**config.mk**
```make
export PLATFORM = sky130hd
export DESIGN_NAME = instr_fetch_unit
export DESIGN_NICKNAME = d
export VERILOG_FILES = /design/src/rtl/risc_defs_pkg.sv /design/src/rtl/pc_target_gen.sv /design/src/rtl/instr_fetch_unit.sv
export SDC_FILE = /design/constraint.sdc
export NUM_CORES = 1
export LEC_CHECK = 0
export CORE_UTILIZATION = 52
export DETAILED_ROUTE_END_ITERATION = 6
export PLACE_DENSITY = 0.86
export SYNTH_ARGS = -nofsm -noshare
export SYNTH_HDL_FRONTEND = slang
export SYNTH_SLANG_ARGS = --single-unit
```
**constraint.sdc**
```tcl
create_clock -name clk -period 7.25 [get_ports clk]
set_clock_uncertainty 0.05 [all_clocks]
set_input_delay 1.0875 -clock clk [delete_from_list [all_inputs] [get_ports clk]]
set_output_delay 1.0875 -clock clk [all_outputs]
set_load 0.02 [all_outputs]
```
**src/rtl/risc_defs_pkg.sv**
```systemverilog
// risc_defs: opcodes, NOP word and state encodings shared by the RISC core blocks.
package risc_defs;
    localparam logic [3:0] OP_ADD  = 4'b0000;
    localparam logic [3:0] OP_NAND = 4'b0010;
    localparam logic [3:0] OP_SW   = 4'b1001;
    localparam logic [3:0] OP_LW   = 4'b1010;
    localparam logic [3:0] OP_BEQ  = 4'b1011;
    localparam logic [3:0] OP_JAL  = 4'b1101;
    // Opcode 4'hF has no decode path in control, so this word executes as a no-op.
    localparam logic [15:0] NOP_INSTR = 16'hF000;
    typedef enum logic {FS_IDLE, FS_FETCH} fetch_state_e;
    typedef enum logic [2:0] {CS_IF, CS_ID, CS_EX, CS_MEM, CS_WB} ctrl_state_e;
endpackage

```
**src/rtl/pc_target_gen.sv**
```systemverilog
// pc_target_gen: sign-extends an OFF_W-bit offset and adds it to a 16-bit base, wrapping modulo 2^16.
module pc_target_gen #(
    parameter int OFF_W = 6
) (
    input  logic [15:0]      base_i,
    input  logic [OFF_W-1:0] off_i,
    output logic [15:0]      target_o
);
    assign target_o = base_i + {{(16-OFF_W){off_i[OFF_W-1]}}, off_i};
endmodule

```
**src/rtl/instr_fetch_unit.sv**
```systemverilog
// instr_fetch_unit: owns PC and IR, fetches over a req/ack handshake with a wait-state timeout,
// and applies branch/jump redirects relative to the PC of the instruction in the IR.
module instr_fetch_unit #(
    parameter logic [15:0] RESET_PC  = 16'h0000,
    parameter logic [15:0] NOP_INSTR = risc_defs::NOP_INSTR,
    parameter int          MAX_WAIT  = 8
) (
    input  logic        clk,
    input  logic        proc_rst,
    input  logic        pc_write,
    input  logic        branch,
    input  logic        jump,
    input  logic        Zero,
    output logic        imem_req,
    output logic [15:0] imem_addr,
    input  logic [15:0] imem_rdata,
    input  logic        imem_ack,
    output logic [15:0] instruction,
    output logic [3:0]  opcode,
    output logic        ir_valid,
    output logic [15:0] pc,
    output logic [15:0] pc_cur,
    output logic        fetch_err
);
    import risc_defs::*;
    localparam int WW = $clog2(MAX_WAIT) + 1;
    localparam logic [WW-1:0] LAST_WAIT = WW'(MAX_WAIT - 1);
    fetch_state_e  state_q;
    logic [15:0]   pc_q, pc_cur_q, ir_q, addr_q;
    logic          ir_valid_q, req_q, err_q;
    logic [WW-1:0] wait_q;
    logic [15:0]   br_tgt, jmp_tgt, target, fetch_addr;
    logic          taken;
    pc_target_gen #(.OFF_W(6)) u_br_tgt (.base_i(pc_cur_q), .off_i(ir_q[5:0]), .target_o(br_tgt));
    pc_target_gen #(.OFF_W(9)) u_jmp_tgt (.base_i(pc_cur_q), .off_i(ir_q[8:0]), .target_o(jmp_tgt));
    always_comb begin
        taken      = jump | (branch & Zero);
        target     = jump ? jmp_tgt : br_tgt;
        fetch_addr = taken ? target : pc_q;
    end
    always_ff @(posedge clk) begin
        if (proc_rst) begin
            state_q    <= FS_IDLE;
            pc_q       <= RESET_PC;
            pc_cur_q   <= RESET_PC;
            addr_q     <= RESET_PC;
            ir_q       <= NOP_INSTR;
            ir_valid_q <= 1'b0;
            req_q      <= 1'b0;
            err_q      <= 1'b0;
            wait_q     <= '0;
        end else if (state_q == FS_IDLE) begin
            addr_q <= fetch_addr;
            if (taken) pc_q <= target;
            if (pc_write) begin
                ir_valid_q <= 1'b0;
                req_q      <= 1'b1;
                wait_q     <= '0;
                state_q    <= FS_FETCH;
            end
        end else if (imem_ack) begin
            ir_q       <= imem_rdata;
            pc_cur_q   <= addr_q;
            pc_q       <= addr_q + 16'd1;
            addr_q     <= addr_q + 16'd1;
            ir_valid_q <= 1'b1;
            req_q      <= 1'b0;
            state_q    <= FS_IDLE;
        end else if (wait_q == LAST_WAIT) begin
            // Timeout leaves pc alone so the next fetch retries the same address.
            ir_q       <= NOP_INSTR;
            ir_valid_q <= 1'b1;
            err_q      <= 1'b1;
            req_q      <= 1'b0;
            state_q    <= FS_IDLE;
        end else begin
            wait_q <= wait_q + 1'b1;
        end
    end
    assign imem_req    = req_q;
    assign imem_addr   = addr_q;
    assign instruction = ir_q;
    assign opcode      = ir_q[15:12];
    assign ir_valid    = ir_valid_q;
    assign pc          = pc_q;
    assign pc_cur      = pc_cur_q;
    assign fetch_err   = err_q;
endmodule

```
Word-level counts from Yosys, hierarchy flattened
Index checks and enable logic that the tools add are counted.
{ "totals": {"regBits": 56, "output_inout_bits": 71, "wordCells": 51, "in_bits": 23} }
{ "op_classes": {"bitwise_logic": 3, "n_mux": 22, "eq_ne": 5, "n_reduce_logical": 9, "add_sub_neg": 4} }
{ "ops": {"columns": ["cell", "n"], "rows": [
  ["$mux W16", 6],
  ["$add A16 B16 Y16", 2],
  ["$add A16 B1 Y16 const B", 1],
  ["$mux W4", 4],
  ["$mux W1", 12],
  ["$reduce_and A2 Y1", 4],
  ["$ne A2 B2 Y1 const B", 3],
  ["$reduce_and A3 Y1", 2],
  ["$reduce_bool A2 Y1", 3],
  ["$add A4 B1 Y4 const B", 1],
  ["$eq A4 B3 Y1 const B", 1],
  ["$ne A3 B2 Y1 const B", 1],
  ["$and A1 B1 Y1", 1],
  ["$not A1 Y1", 1],
  ["$or A1 B1 Y1", 1]
]} }

Longest topological paths before layout
{ "logic_depth": {"depth_word": 4, "mapped_depth": 8, "mapped_depth_nobuf": 8} }

Modules after synthesis
Synthesis repeated with hierarchy kept, for this count alone.
{ "unflattened": {"hier_cells": 537, "area_unflattened_um2": 4312.9} }
{ "modules_own_cells": {"columns": ["module", "instances", "area_each_um2", "seq_area_each_um2", "cells_per_inst"], "rows": [
  ["instr_fetch_unit", 1, 2812.7, 1121.1, 336],
  ["pc_target_gen (u_jmp_tgt)", 1, 775.7, 0.0, 103],
  ["pc_target_gen (u_br_tgt)", 1, 724.4, 0.0, 98]
]} }

Worst setup path after synthesis
Ideal clock, no wire load.
{ "synth_timing": {"path_kind": "input to register", "from": "input port jump", "to": "register addr_q[12], in the netlist imem_addr[12]", "setup_time_ns": 0.127, "slack_ns": 4.059, "n_path_buf": 0, "required_ns": 7.073, "path_stages": 8, "arrival_ns": 3.014, "cell_sequence": "mux2i_1 > inv_1 > ha_1 > a21o_1 > a221o_1 > a221oi_2 > nor4_1 > or3_1"} }
{ "synth_between": {"elab_chain_cells": 3, "elab_cells_between_ends": 6, "classes_between": "mux (3); bitwise (1); reduce/logical (2)"} }
{ "synth_rtl": {"columns": ["element", "line_no", "text"], "rows": [
  ["start, declared", "instr_fetch_unit.sv:12", "input logic jump,"],
  ["$mux W16 / $or A1 B1 Y1 (equally long branches)", "instr_fetch_unit.sv:38, instr_fetch_unit.sv:37", null],
  ["$mux W16 / $reduce_bool A2 Y1 (equally long branches)", null, null],
  ["$mux W16 / $reduce_and A2 Y1 (equally long branches)", null, null],
  ["end signal, assigned", "instr_fetch_unit.sv:53", "addr_q <= fetch_addr;"],
  ["end signal, assigned", "instr_fetch_unit.sv:65", "addr_q <= addr_q + 16'd1;"],
  ["end, declared", "instr_fetch_unit.sv:29", "logic [15:0] pc_q, pc_cur_q, ir_q, addr_q;"]
]} }
Several ways; a longest one is shown, not always the timed one. The select of a mux whose other input is x is not followed.
A chain may end at the register's enable or synchronous reset.

Worst setup path in the final report
Same ends and word-level chain as after synthesis.

==> results.py <==
metrics = {
    "status": {
        "status": "completed",
    },
    "place": {
        "dp_hpwl_microns": 6783,
        "place_area_sq_um": 4190,
        "dp_slack_ps": 3197,
        "dpl.cell_count": 545,
        "gp_congestion": 0.8921,
        "port_buffers": 93,
    },
    "clock_network": {
        "cts_setup_buffers": 0,
        "cts_hold_buffers": 0,
        "insertion_delay_ps": 310,
        "cts_resized": 0,
        "clock-root-buffer": "clkbuf_8",
        "clock_path_buffers": 2,
        "h-tree-depth": 2,
        "clkSinkCount": 56,
        "path_clk_slew_ps": 100,
        "cts_tree": "built",
        "cts_made_buffers": 5,
    },
    "floorplan": {
        "die_x_microns": 82.72,
        "die_area_sq_um": 6843,
        "core_area_sq_um": 6314,
        "die_y_microns": 82.72,
        "initial_utilization_pct": 53.67,
        "ios": 94,
        "std_cell_rows": 29,
    },
    "timing": {
        "slew_viol_final": 0,
        "fmax_mhz": 266.1,
        "max_slew_margin_pct": 20.09,
        "period_share_pct": 51.83,
        "period_needed_ps": 3757,
        "hold_viol": 0,
        "tightestPinTransition_ps": 1194,
        "fin_ws_ps": 3493,
        "setup_viol": 0,
        "fin_tns_setup_ps": 0,
        "rsz0062_at_grt": "false",
    },
    "final_layout": {
        "synthToLayoutAreaGrowth_pct": 26.18,
        "n_antenna_cell": 0,
        "seq_area_sq_um": 1121,
        "nFillCells": 567,
        "fin_cells": 553,
        "design_area_sq_um": 4275,
        "fin_nets": 516,
        "multi_input_area_sq_um": 2001,
        "drive_gt1_share_pct": 4.622,
    },
    "detailed_routing": {
        "ant_nets": 0,
        "drc": 0,
        "vias": 3389,
        "drtIter0Drc": 253,
        "first_pass_iters": 5,
        "vias_per_cell": 6.128,
        "wl_per_cell_microns": 17.00,
        "routed_wl_microns": 9399,
    },
    "global_route": {
        "grt_overflow_total": 0,
        "track_usage_pct": 27.68,
        "first_global_vias": 3023,
        "grt_pass1_wl_microns": 14410,
        "antenna_found_initial": 0,
        "grt_max_degree": 27,
    },
    "worst_setup_path": {
        "arrival_ps": 3910,
        "crit_type": "in -> reg",
        "crit_fanout": 7,
        "cp.required_ps": 7400,
        "end_kind": "flop",
        "critPathLaunchType": "primary input",
    },
    "synth": {
        "ys_seq_area_share_pct": 33.09,
        "synth_top_area_share_pct": 33.09,
        "synth.largest_area_cell": "dfxtp_1",
        "syn_area_per_cell_sq_um": 8.184,
        "syn_inst": 414,
        "netlist_area_sq_um": 3388,
        "synth_area_leaders": "dfxtp_1 33%, a21oi_1 6.4%, ha_1 6.3%",
        "synth_commonest_cells": "56 x dfxtp_1, 56 x nand2_1, 43 x a21oi_1, 27 x nor2_1, 21 x buf_4",
        "synthArstFlopShare_pct": 0,
        "synth_edf_count": 0,
        "syn-num-nets": 455,
        "yosys_warnings": 0,
        "ys_ff_latch": 56,
        "ys.flop_type": "dfxtp_1",
        "ys_types": 63,
    },
    "pwr": {
        "p_leak_nw": 1.668,
        "power.density_nw_per_um2": 150.6,
        "vdd_drop_max_mv": 0.1111,
    },
    "worst_hold_path": {
        "hold_class": "reg -> reg",
    },
    "flow_run": {
        "max-cap-violations": 0,
    },
}
[logic make-up after synthesis]
| family | Yosys count | synth area share [%] |
|---|---|---|
| fa+ha+maj | 18 | 6.868 |
| buf+inv | 48 | 7.866 |
| compound gates | 122 | 24.04 |
| simple gates | 152 | 23.04 |
| xor+xnor | 10 | 2.585 |
| flops | 56 | 33.09 |
| mux | 8 | 2.511 |
[registers in the layout, summed over array words and instances, names as in the netlist]
| register | count |
|---|---|
| ir_valid | 1 |
| fetch_err | 1 |
| imem_addr | 16 |
| instruction | 16 |
| wait_q | 4 |
| pc_cur | 16 |
| state_q | 1 |
| imem_req | 1 |
[layer usage]
layer	routed length [microns]	part of all wire [%]	GRT usage [%]	vias to the layer above
li1	-	-	-	1619
met1	4040	43	35.32	1607
met2	4558	48	47.30	144
met3	634	6.7	4.725	19
met4	166	1.8	8.448	0
met5	0	0	0	-
[worst max-delay path, stage by stage]
cell	delay, ps
clkdlybuf4s50_1	580
mux2i_1	310
inv_1	200
ha_1	400
a21o_1	210
a221o_1	390
a221oi_2	310
nor4_1	80
or3_1	340
[per-stage QoR]
stage               hold slack [ps]  power [mW]  utilization [%]
finish                        436.5      0.6440            67.72
global route                  448.7      0.6666            67.72
CTS                           437.3      0.6468            67.72
detailed placement            418.9      0.4757            66.37
global placement              405.6      0.4731            66.37
floorplan                     499.9      0.4228                -
[layout by cell type (no fill, tap or decap), drive strengths merged, types with 7 or more instances in the layout]
cell type / instances
a21o: 8
a22oi: 7
xor2: 7
dfxtp: 56
nor3: 10
nand3: 12
a22o: 9
nor2: 28
nand2: 56
and3: 12
clkbuf: 7
o21ai: 13
inv: 7
nand4: 7
ha: 17
a21oi: 43
a211oi: 7
clkdlybuf4s50: 93
[where the power goes]
group	leakage [nW]	total, mW	internal, mW	switching (mW)
Combinational	1.17	0.135	0.0595	0.0755
Clock	0.0424	0.174	0.0695	0.105
Sequential	0.455	0.335	0.318	0.0165
[final timing paths]
kind                                startpoint             to  slack (ps)  depth (start not counted)
worst max register to register  instruction[5]  imem_addr[12]        4550                          8
worst min register to register       pc_cur[4]      pc_cur[4]         440                          2
worst max-delay path                      jump  imem_addr[12]        3490                          9
worst min-delay path                 pc_cur[4]      pc_cur[4]         440                          2
[final cells by class]
class                           count  area share, %
Multi-Input combinational cell    310          46.80
Sequential cell                    56          26.22
Timing Repair Buffer               95          22.12
Tap cell                           77          2.253
Clock buffer                        7          1.785
Inverter                            7         0.6146
Clock inverter                      1         0.2049
(Power assumes the default switching activity.)
==> edit: new RTL, config.mk and constraints unchanged <==
The parameter `MAX_WAIT` goes from 8 to 16.
--- a/src/rtl/instr_fetch_unit.sv
+++ b/src/rtl/instr_fetch_unit.sv
@@ -5,3 +5,3 @@
     parameter logic [15:0] NOP_INSTR = risc_defs::NOP_INSTR,
-    parameter int          MAX_WAIT  = 8
+    parameter int          MAX_WAIT  = 16
 ) (
Formal check against the unedited RTL: no difference found for any inputs over 4 cycles, from zero or initial values and one cycle with proc_rst high; that may be too few to reach the edited logic, so the function may still have changed.
==> edit against the unedited design <==
- non-clock buffer count is 1 lower
- design area is 1.7% higher
- synthesized area is 1.3% lower
- setup slack better by 0.17 ns
- final cell count is 0.18% lower
- die area is 1.3% lower
- register-to-register slack worse by 0.39 ns
- sequential cell count is 1 higher
- sequential power is 2% higher
- routed wire length is 0.32% lower
- first-iteration DRC count is 33% lower
- total power is 20% higher
- largest cell class unchanged
==> edit: results (changes against the unedited design) <==
* Run status: finished clean
- The fraction of layout cells with a size suffix above 1 was 0.0545 (+0.00829).
* Placed inst area: 4140 um2 (-1.2%)
- Global placer's final weighted congestion: 0.840 (-5.8%)
* Top post-synthesis cells by count: 69 x sky130_fd_sc_hd__nand2_1, 57 x sky130_fd_sc_hd__dfxtp_1, 32 x sky130_fd_sc_hd__a21oi_1, 28 x sky130_fd_sc_hd__nor2_1, 20 x sky130_fd_sc_hd__buf_4
- The via density per instance is 5.94 (-3.1%).
- The placed wire-length estimate after detailed placement is 6750 um (-0.54%).
- Met3 track demand over resource: 0.0725 (+0.0253)
* Met2 wire length: 4490 um (-1.4%)
- The biggest fanout along the worst timing path was 8 (+1).
- Iteration-0 DRC Markers: 170 (-33%)
- The met2 usage is 0.474 (+0.000603).
- Aggregate routed wire length: 9370 um (-0.32%)
- Nets@finish: 514 (-0.39%)
- The leakage power total came to 0.00170 uW (+1.9%).
- Vias in the first global route: 3,038 (+0.50%)
* Met1 usage in global routing: 0.384 (+0.0306)
- Yosys attributes the largest share of cell area to sky130_fd_sc_hd__dfxtp_1 34%, sky130_fd_sc_hd__nand2_1 7.7%, sky130_fd_sc_hd__ha_1 6.7%.
* Average size of a mapped cell: 8.22 um2 (+0.41%)
* Worst max-slew margin expressed relative to the limit: 0.333 (+0.133)
- Total CTS buffers: 9 (+4)
* Area used by multi-input combinational logic: 1950 um2 (-2.6%)
- The overall fraction of global-route tracks in use is 0.292 (+0.0156).
- Maximum vdd ir drop: 0.139 mV (+25%)
* H-Tree Level Count: 3 (+1)
* Total nets after synthesis: 449 (-1.3%)
- Clock Latency Late Sink: 0.34 ns (+0.03 ns)
- The portion of the post-synthesis area used by sequential elements is 0.341 (+0.0103).
- Largest net degree at the start of global routing: 46 (+70%)
==> edit: area by class of cell <==
| cell class | instances | share of cell area |
|---|---|---|
| clock buffer | 11 | 0.0348 |
| clock inverter | 5 | 0.0124 |
| inverter | 5 | 0.00432 |
| multi-input combinational | 305 | 0.448 |
| sequential | 57 | 0.263 |
| tap | 75 | 0.0216 |
| timing repair buffer | 94 | 0.216 |
==> edit: worst paths after layout <==
check / slack [ns] / to / cells after the start / startpoint
worst min register to register: 0.43 / instruction[10] / 1 / instruction[10]
worst max register to register: 4.16 / instruction[11] / 3 / state_q
worst max-delay path: 3.66 / imem_addr[15] / 10 / jump
worst min-delay path: 0.43 / instruction[10] / 1 / instruction[10]
==> edit: cells by family after synthesis <==
kind of cell             share of synthesized area
AO/OA/AOI/OAI                                0.239
XOR/XNOR                                    0.0340
multiplexers                                0.0217
adder cells (fa/ha/maj)                     0.0733
buffers and inverters                       0.0759
AND/OR/NAND/NOR                              0.215
flip-flops                                   0.341
==> edit: report_power, final <==
group / leakage (uW) / switching (uW) / internal (uW) / total (uW)
clock: 0.000109 / 131 / 176 / 307
combinational: 0.00113 / 68.0 / 55.7 / 124
sequential: 0.000463 / 19.0 / 324 / 343
total: 0.00170 / 218 / 556 / 774
==> edit: per-stage QoR <==
| stage | total power [uW] | setup WS (ns) |
|---|---|---|
| 2_1_floorplan | 421 | 4.17 |
| 3_3_place_gp | 470 | 3.39 |
| 3_5_place_dp | 472 | 3.35 |
| 4_1_cts | 776 | 3.69 |
| 5_1_grt | 809 | 3.47 |
| 6_report | 774 | 3.66 |
